===== src/rtl/seg_scan_monitor.sv =====
// Receive-side monitor for a 6-digit multiplexed 7-segment bus.
// Captures each digit once stable, decodes it, and presents full frames on valid/ready.
module seg_scan_monitor #(
    parameter int unsigned SETTLE_CYCLES  = 4,
    parameter int unsigned TIMEOUT_CYCLES = 2_000_000
) (
    input  logic        clk,
    input  logic        rst_n,
    input  logic [5:0]  seg_sel,
    input  logic [7:0]  seg_data,
    output logic        frame_valid,
    input  logic        frame_ready,
    output logic [23:0] frame_digits,
    output logic [5:0]  frame_dp,
    output logic [5:0]  frame_err,
    output logic        scan_lost,
    output logic [7:0]  overrun_cnt
);

    localparam int unsigned NSLOT = 6;
    localparam int unsigned CNT_W = 32;

    typedef enum logic [1:0] {WAIT_SEL, SETTLE, HOLD} state_t;

    state_t                 state_q, state_d;
    logic [NSLOT-1:0]       sel_q, sel_d;
    logic [7:0]             data_q, data_d;
    logic [CNT_W-1:0]       stable_q, stable_d;
    logic [CNT_W-1:0]       idle_q, idle_d;
    logic [NSLOT-1:0]       mask_q, mask_d;
    logic [4*NSLOT-1:0]     buf_dig_q, buf_dig_d;
    logic [NSLOT-1:0]       buf_dp_q, buf_dp_d;
    logic [NSLOT-1:0]       buf_err_q, buf_err_d;
    logic [4*NSLOT-1:0]     fr_dig_q, fr_dig_d;
    logic [NSLOT-1:0]       fr_dp_q, fr_dp_d;
    logic [NSLOT-1:0]       fr_err_q, fr_err_d;
    logic                   fr_valid_q, fr_valid_d;
    logic                   lost_q, lost_d;
    logic [7:0]             ovr_q, ovr_d;

    logic                   capture;
    logic                   start;
    logic                   changed;
    logic                   legal;
    logic [2:0]             cap_slot;
    logic [4:0]             dec;
    logic                   complete;
    logic                   accept;
    logic                   load;

    // Exactly one select line low.
    function automatic logic sel_legal(input logic [5:0] sel);
        logic [5:0] n;
        n = ~sel;
        return (n != 6'd0) && ((n & (n - 6'd1)) == 6'd0);
    endfunction

    // Index of the low select bit.
    function automatic logic [2:0] sel_slot(input logic [5:0] sel);
        logic [2:0] s;
        s = 3'd0;
        for (int i = 0; i < 6; i++) begin
            if (!sel[i]) s = 3'(i);
        end
        return s;
    endfunction

    // Segment pattern to {err, value}.
    function automatic logic [4:0] seg_decode(input logic [6:0] p);
        logic [4:0] r;
        case (p)
            7'h40:   r = 5'h00;
            7'h79:   r = 5'h01;
            7'h24:   r = 5'h02;
            7'h30:   r = 5'h03;
            7'h19:   r = 5'h04;
            7'h12:   r = 5'h05;
            7'h02:   r = 5'h06;
            7'h78:   r = 5'h07;
            7'h00:   r = 5'h08;
            7'h10:   r = 5'h09;
            default: r = 5'h1F;
        endcase
        return r;
    endfunction

    assign changed  = (seg_sel != sel_q) || (seg_data != data_q);
    assign legal    = sel_legal(seg_sel);
    assign cap_slot = sel_slot(seg_sel);
    assign dec      = seg_decode(seg_data[6:0]);

    // Settle FSM: decide when the current digit is stable enough to capture.
    always_comb begin
        state_d  = state_q;
        sel_d    = sel_q;
        data_d   = data_q;
        stable_d = stable_q;
        capture  = 1'b0;
        start    = 1'b0;
        case (state_q)
            WAIT_SEL: begin
                if (legal) start = 1'b1;
            end
            SETTLE: begin
                if (!changed) begin
                    if (stable_q + 32'd1 >= 32'(SETTLE_CYCLES)) begin
                        capture = 1'b1;
                        state_d = HOLD;
                    end
                    stable_d = stable_q + 32'd1;
                end else if (legal) begin
                    start = 1'b1;
                end else begin
                    state_d = WAIT_SEL;
                end
            end
            HOLD: begin
                if (changed) begin
                    if (legal) start   = 1'b1;
                    else       state_d = WAIT_SEL;
                end
            end
            default: state_d = WAIT_SEL;
        endcase
        if (start) begin
            sel_d    = seg_sel;
            data_d   = seg_data;
            stable_d = 32'd1;
            if (SETTLE_CYCLES <= 1) begin
                capture = 1'b1;
                state_d = HOLD;
            end else begin
                state_d = SETTLE;
            end
        end
    end

    assign complete = (mask_q == 6'h3F);
    assign accept   = fr_valid_q & frame_ready;
    assign load     = complete & (~fr_valid_q | accept);

    // Capture buffer, frame hand-off and scan timeout.
    always_comb begin
        mask_d     = complete ? 6'd0 : mask_q;
        buf_dig_d  = buf_dig_q;
        buf_dp_d   = buf_dp_q;
        buf_err_d  = buf_err_q;
        fr_dig_d   = fr_dig_q;
        fr_dp_d    = fr_dp_q;
        fr_err_d   = fr_err_q;
        fr_valid_d = fr_valid_q;
        lost_d     = lost_q;
        idle_d     = idle_q;
        ovr_d      = ovr_q;

        if (accept) fr_valid_d = 1'b0;
        if (load) begin
            fr_dig_d   = buf_dig_q;
            fr_dp_d    = buf_dp_q;
            fr_err_d   = buf_err_q;
            fr_valid_d = 1'b1;
        end else if (complete && (ovr_q != 8'hFF)) begin
            ovr_d = ovr_q + 8'd1;
        end

        if (capture) begin
            idle_d = '0;
            lost_d = 1'b0;
        end else if (idle_q != 32'(TIMEOUT_CYCLES)) begin
            idle_d = idle_q + 32'd1;
            if (idle_q + 32'd1 == 32'(TIMEOUT_CYCLES)) begin
                lost_d = 1'b1;
                mask_d = '0;
            end
        end

        if (capture) begin
            mask_d[cap_slot]                 = 1'b1;
            buf_dig_d[{cap_slot, 2'b00} +: 4] = dec[3:0];
            buf_dp_d[cap_slot]               = ~seg_data[7];
            buf_err_d[cap_slot]              = dec[4];
        end
    end

    // State and datapath registers.
    always_ff @(posedge clk or negedge rst_n) begin
        if (!rst_n) begin
            state_q    <= WAIT_SEL;
            sel_q      <= '1;
            data_q     <= '0;
            stable_q   <= '0;
            idle_q     <= '0;
            mask_q     <= '0;
            buf_dig_q  <= '0;
            buf_dp_q   <= '0;
            buf_err_q  <= '0;
            fr_dig_q   <= '0;
            fr_dp_q    <= '0;
            fr_err_q   <= '0;
            fr_valid_q <= 1'b0;
            lost_q     <= 1'b0;
            ovr_q      <= '0;
        end else begin
            state_q    <= state_d;
            sel_q      <= sel_d;
            data_q     <= data_d;
            stable_q   <= stable_d;
            idle_q     <= idle_d;
            mask_q     <= mask_d;
            buf_dig_q  <= buf_dig_d;
            buf_dp_q   <= buf_dp_d;
            buf_err_q  <= buf_err_d;
            fr_dig_q   <= fr_dig_d;
            fr_dp_q    <= fr_dp_d;
            fr_err_q   <= fr_err_d;
            fr_valid_q <= fr_valid_d;
            lost_q     <= lost_d;
            ovr_q      <= ovr_d;
        end
    end

    assign frame_valid  = fr_valid_q;
    assign frame_digits = fr_dig_q;
    assign frame_dp     = fr_dp_q;
    assign frame_err    = fr_err_q;
    assign scan_lost    = lost_q;
    assign overrun_cnt  = ovr_q;

endmodule


===== config.mk =====
export PLATFORM = sky130hd
export DESIGN_NAME = seg_scan_monitor
export DESIGN_NICKNAME = d
export VERILOG_FILES = /design/src/rtl/seg_scan_monitor.sv
export SDC_FILE = /design/constraint.sdc
export NUM_CORES = 1
export LEC_CHECK = 0
export ABC_AREA = 0
export CAP_MARGIN = 25
export CORE_MARGIN = 8
export CORE_UTILIZATION = 55
export CTS_BUF_LIST = sky130_fd_sc_hd__clkbuf_8
export DETAILED_ROUTE_END_ITERATION = 10
export GPL_TIMING_DRIVEN = 1
export PLACE_DENSITY_LB_ADDON = 0.25
export REMOVE_ABC_BUFFERS = 1
export SETUP_SLACK_MARGIN = 0.5
export SLEW_MARGIN = 20
export SYNTH_ARGS = -nofsm -noshare
export SYNTH_HDL_FRONTEND = slang
export SYNTH_SLANG_ARGS = --single-unit
export TNS_END_PERCENT = 10

===== constraint.sdc =====
create_clock -name clk -period 6.5 [get_ports clk]
set_input_delay 1.625 -clock clk [delete_from_list [all_inputs] [get_ports clk]]
set_output_delay 1.625 -clock clk [all_outputs]
set_load 0.005 [all_outputs]

==> impl_metrics.py <==
metrics = {
    "power_and_ir_drop": {
        "leakage_nw": 4.54,
        "ir_worst_vdd_mv": 0.199,
        "powerDensity_nw_per_um2": 207,
    },
    "cts": {
        "clkSlewWorstSetupHoldPaths_ns": 0.10,
        "cts_resized": 0,
        "cts_tree": "built",
        "clock_sinks": 168,
        "clock_insertion_delay_worst_skew_ns": 0.46,
        "clockRootBuffer": "clkbuf_8",
        "clock_path_buffers": 2,
        "h-tree-depth": 4,
        "cts_hold_buf": 0,
        "numCtsBuffers": 17,
        "post_cts_buffers": 0,
    },
    "grt": {
        "grt_pass1_vias": 6323,
        "grtUsageMet2": 0.296,
        "gr-usage-met3": 0.0455,
        "track_usage": 0.189,
        "grt_pass1_wl_mm": 31.2,
        "grt_max_degree": 76,
        "globalRouteOverflowTotal": 0,
        "grtUsageMet1": 0.257,
        "antenna_found_initial": 0,
        "top_usage_layer": "met2",
    },
    "synth": {
        "synth_common_cells": "dfrtp_1, nor2_1, mux2_2, nand2_1, xnor2_1",
        "ys_warn_count": 0,
        "syn-cell-area_um2": 8960,
        "synth.most_common_cell": "dfrtp_1",
        "async_flop_share": 1.00,
        "ys_seq_elements": 168,
        "yosys.area.top_type": "dfrtp_1",
        "synth_area_leaders": "dfrtp_1, mux2_2, xnor2_1",
        "synth_ff_type": "dfrtp_1",
        "syn_inst": 883,
        "synth-edff-count": 0,
        "ys_types": 71,
        "syn_avg_cell_area_um2": 10.2,
        "yosysSeqAreaShare": 0.470,
        "yosysTopAreaCellShare": 0.452,
    },
    "critical_path": {
        "cp-start-kind": "input pin",
        "required_ns": 6.86,
        "crit_arrival_ns": 4.93,
        "r2r-start": "stable_q[3]$_DFFE_PN0P_",
        "end_kind": "register",
        "path_class": "input pin to register",
        "path_max_fanout": 37,
        "setup.worst_path.start": "seg_data[3]",
    },
    "route": {
        "drc_errors": 0,
        "wl_per_cell_um": 16.0,
        "finalWirelength_mm": 18.3,
        "drt-initial-drc-count": 449,
        "final_antenna_net_count": 0,
        "vias": 6414,
        "first_pass_iters": 5,
        "vias_per_cell": 5.59,
    },
    "timing": {
        "hold_ws_ns": 0.505,
        "tightest_slew_ns": 1.03,
        "drv_slew": 0,
        "max_slew_margin": 0.314,
        "setup_violations": 0,
        "layout_min_cycle_time_ns": 4.57,
        "timing.fmax_ghz": 0.219,
        "clock_skew_ns": 0.0165,
        "period_share": 0.704,
        "hold_viol_final": 0,
        "finalSetupTns_ns": 0,
        "rsz0062_at_grt": "no",
    },
    "die": {
        "io_pins": 63,
        "start_util": 0.564,
        "die_h_um": 144,
        "dieArea_um2": 20600,
        "num_rows": 46,
        "core_area_um2": 15900,
        "fp.dieW_um": 144,
    },
    "placement": {
        "place_congestion": 0.876,
        "portBuffers": 62,
        "hpwl_mm": 12.8,
    },
    "final_layout": {
        "synthToLayoutAreaGrowth_pct": 12.6,
        "multi_input_area_um2": 4430,
        "regArea_um2": 4210,
        "nets": 946,
        "num-fill-cells": 1312,
        "layout-drive-gt1-share": 0.139,
        "num_antenna_cells": 0,
    },
    "min_path": {
        "hold_class": "register to register",
        "min_from": "overrun_cnt[7]$_DFFE_PN0P_",
    },
    "run_status": {
        "status": "completed",
    },
    "flow_run": {
        "max-cap-violations": 0,
    },
}
-- logic make-up (layout without fill, tap and decap cells) --
| group | Yosys count | count (layout) | synth area share |
|---|---|---|---|
| buffers and inverters | 84 | 132 | 0.0398 |
| adders and majority gates | 11 | 11 | 0.0154 |
| and+or+nand+nor | 355 | 355 | 0.209 |
| DFF | 168 | 168 | 0.470 |
| AOI/OAI and AO/OA | 73 | 73 | 0.0556 |
| muxes | 95 | 95 | 0.116 |
| xor gates and xnor gates | 97 | 97 | 0.0948 |
-- cell type report --
| cell class | instances | area share |
|---|---|---|
| clock buffer | 17 | 0.0232 |
| clock inverter | 15 | 0.0169 |
| inverter | 34 | 0.0126 |
| multi-input combinational | 631 | 0.439 |
| sequential | 168 | 0.417 |
| tap | 216 | 0.0268 |
| timing repair buffer | 66 | 0.0646 |
-- metrics by stage --
stage          total power [mW]  utilization  area, µm²  worst slack (ns)  cells
2_1_floorplan              1.28            -       8740              1.03    833
3_3_place_gp               1.34        0.609       9680              1.53   1115
3_5_place_dp               1.35        0.609       9680              1.47   1115
4_1_cts                    2.12        0.635      10100              1.95   1147
5_1_grt                    2.19        0.635      10100              1.62   1147
6_report                   2.09        0.635      10100              1.93   1147
-- worst paths after layout --
check | slack [ns] | endpoint | cells after the start
setup / recovery | 1.93 | buf_dig_q[15]$_DFFE_PN0P_ | 10
hold / removal | 0.51 | overrun_cnt[7]$_DFFE_PN0P_ | 1
setup reg to reg | 2.23 | mask_q[1]$_DFF_PN0_ | 10
hold reg to reg | 0.51 | overrun_cnt[7]$_DFFE_PN0P_ | 1
max in group asynchronous | 4.16 | mask_q[1]$_DFF_PN0_ | 2
min in group asynchronous | 1.18 | idle_q[6]$_DFFE_PN0P_ | 1
-- per-layer routing --
| layer | part of all wire | routed length (µm) | vias up |
|---|---|---|---|
| met5 | 0 | 0 | - |
| met4 | 0.0092 | 169 | 0 |
| met3 | 0.041 | 759 | 13 |
| met2 | 0.47 | 8550 | 110 |
| met1 | 0.48 | 8820 | 3163 |
| li1 | - | - | 3128 |
-- worst max-delay path, cell delays in order --
cell,delay [ns]
clkdlybuf4s50_1,0.57
xor2_1,0.24
nor4_1,0.37
nand3_1,0.11
nor3_1,0.38
nand2_1,0.32
a21oi_4,0.26
buf_4,0.40
nand3b_1,0.30
mux2_2,0.34
-- where the power goes --
part,internal (mW),total (mW),switching [mW]
Combinational,0.0942,0.188,0.0941
Clock,0.351,0.759,0.408
Sequential,1.11,1.14,0.0333
-- layout by cell type (no fill, tap or decap), types with 6 or more instances in the layout --
cell type and instances:
a21oi_1 14, nand4_1 29, o21ai_0 14, nor4_1 15, dfstp_2 6, nor3b_1 8
and4_1 9, and3_1 18, nand3_1 43, nor2_1 100, clkdlybuf4s50_1 61, nor3_1 11
nand2_1 63, mux2_2 67, nor2b_1 10, and2_1 7, ha_1 11, xor2_1 48
mux2i_1 27, clkbuf_8 17, a31oi_1 6, dfrtp_1 162, inv_1 36, xnor2_1 49
-- flip-flops by register name, indices dropped and copies added, names as in the netlist, 2 cells and up --
register / count
idle_q: 32
stable_q: 32
buf_dig_q: 24
frame_digits: 24
data_q: 8
overrun_cnt: 8
buf_dp_q: 6
buf_err_q: 6
frame_dp: 6
frame_err: 6
mask_q: 6
sel_q: 6
state_q: 2
Power figures use the tool's default switching activity.
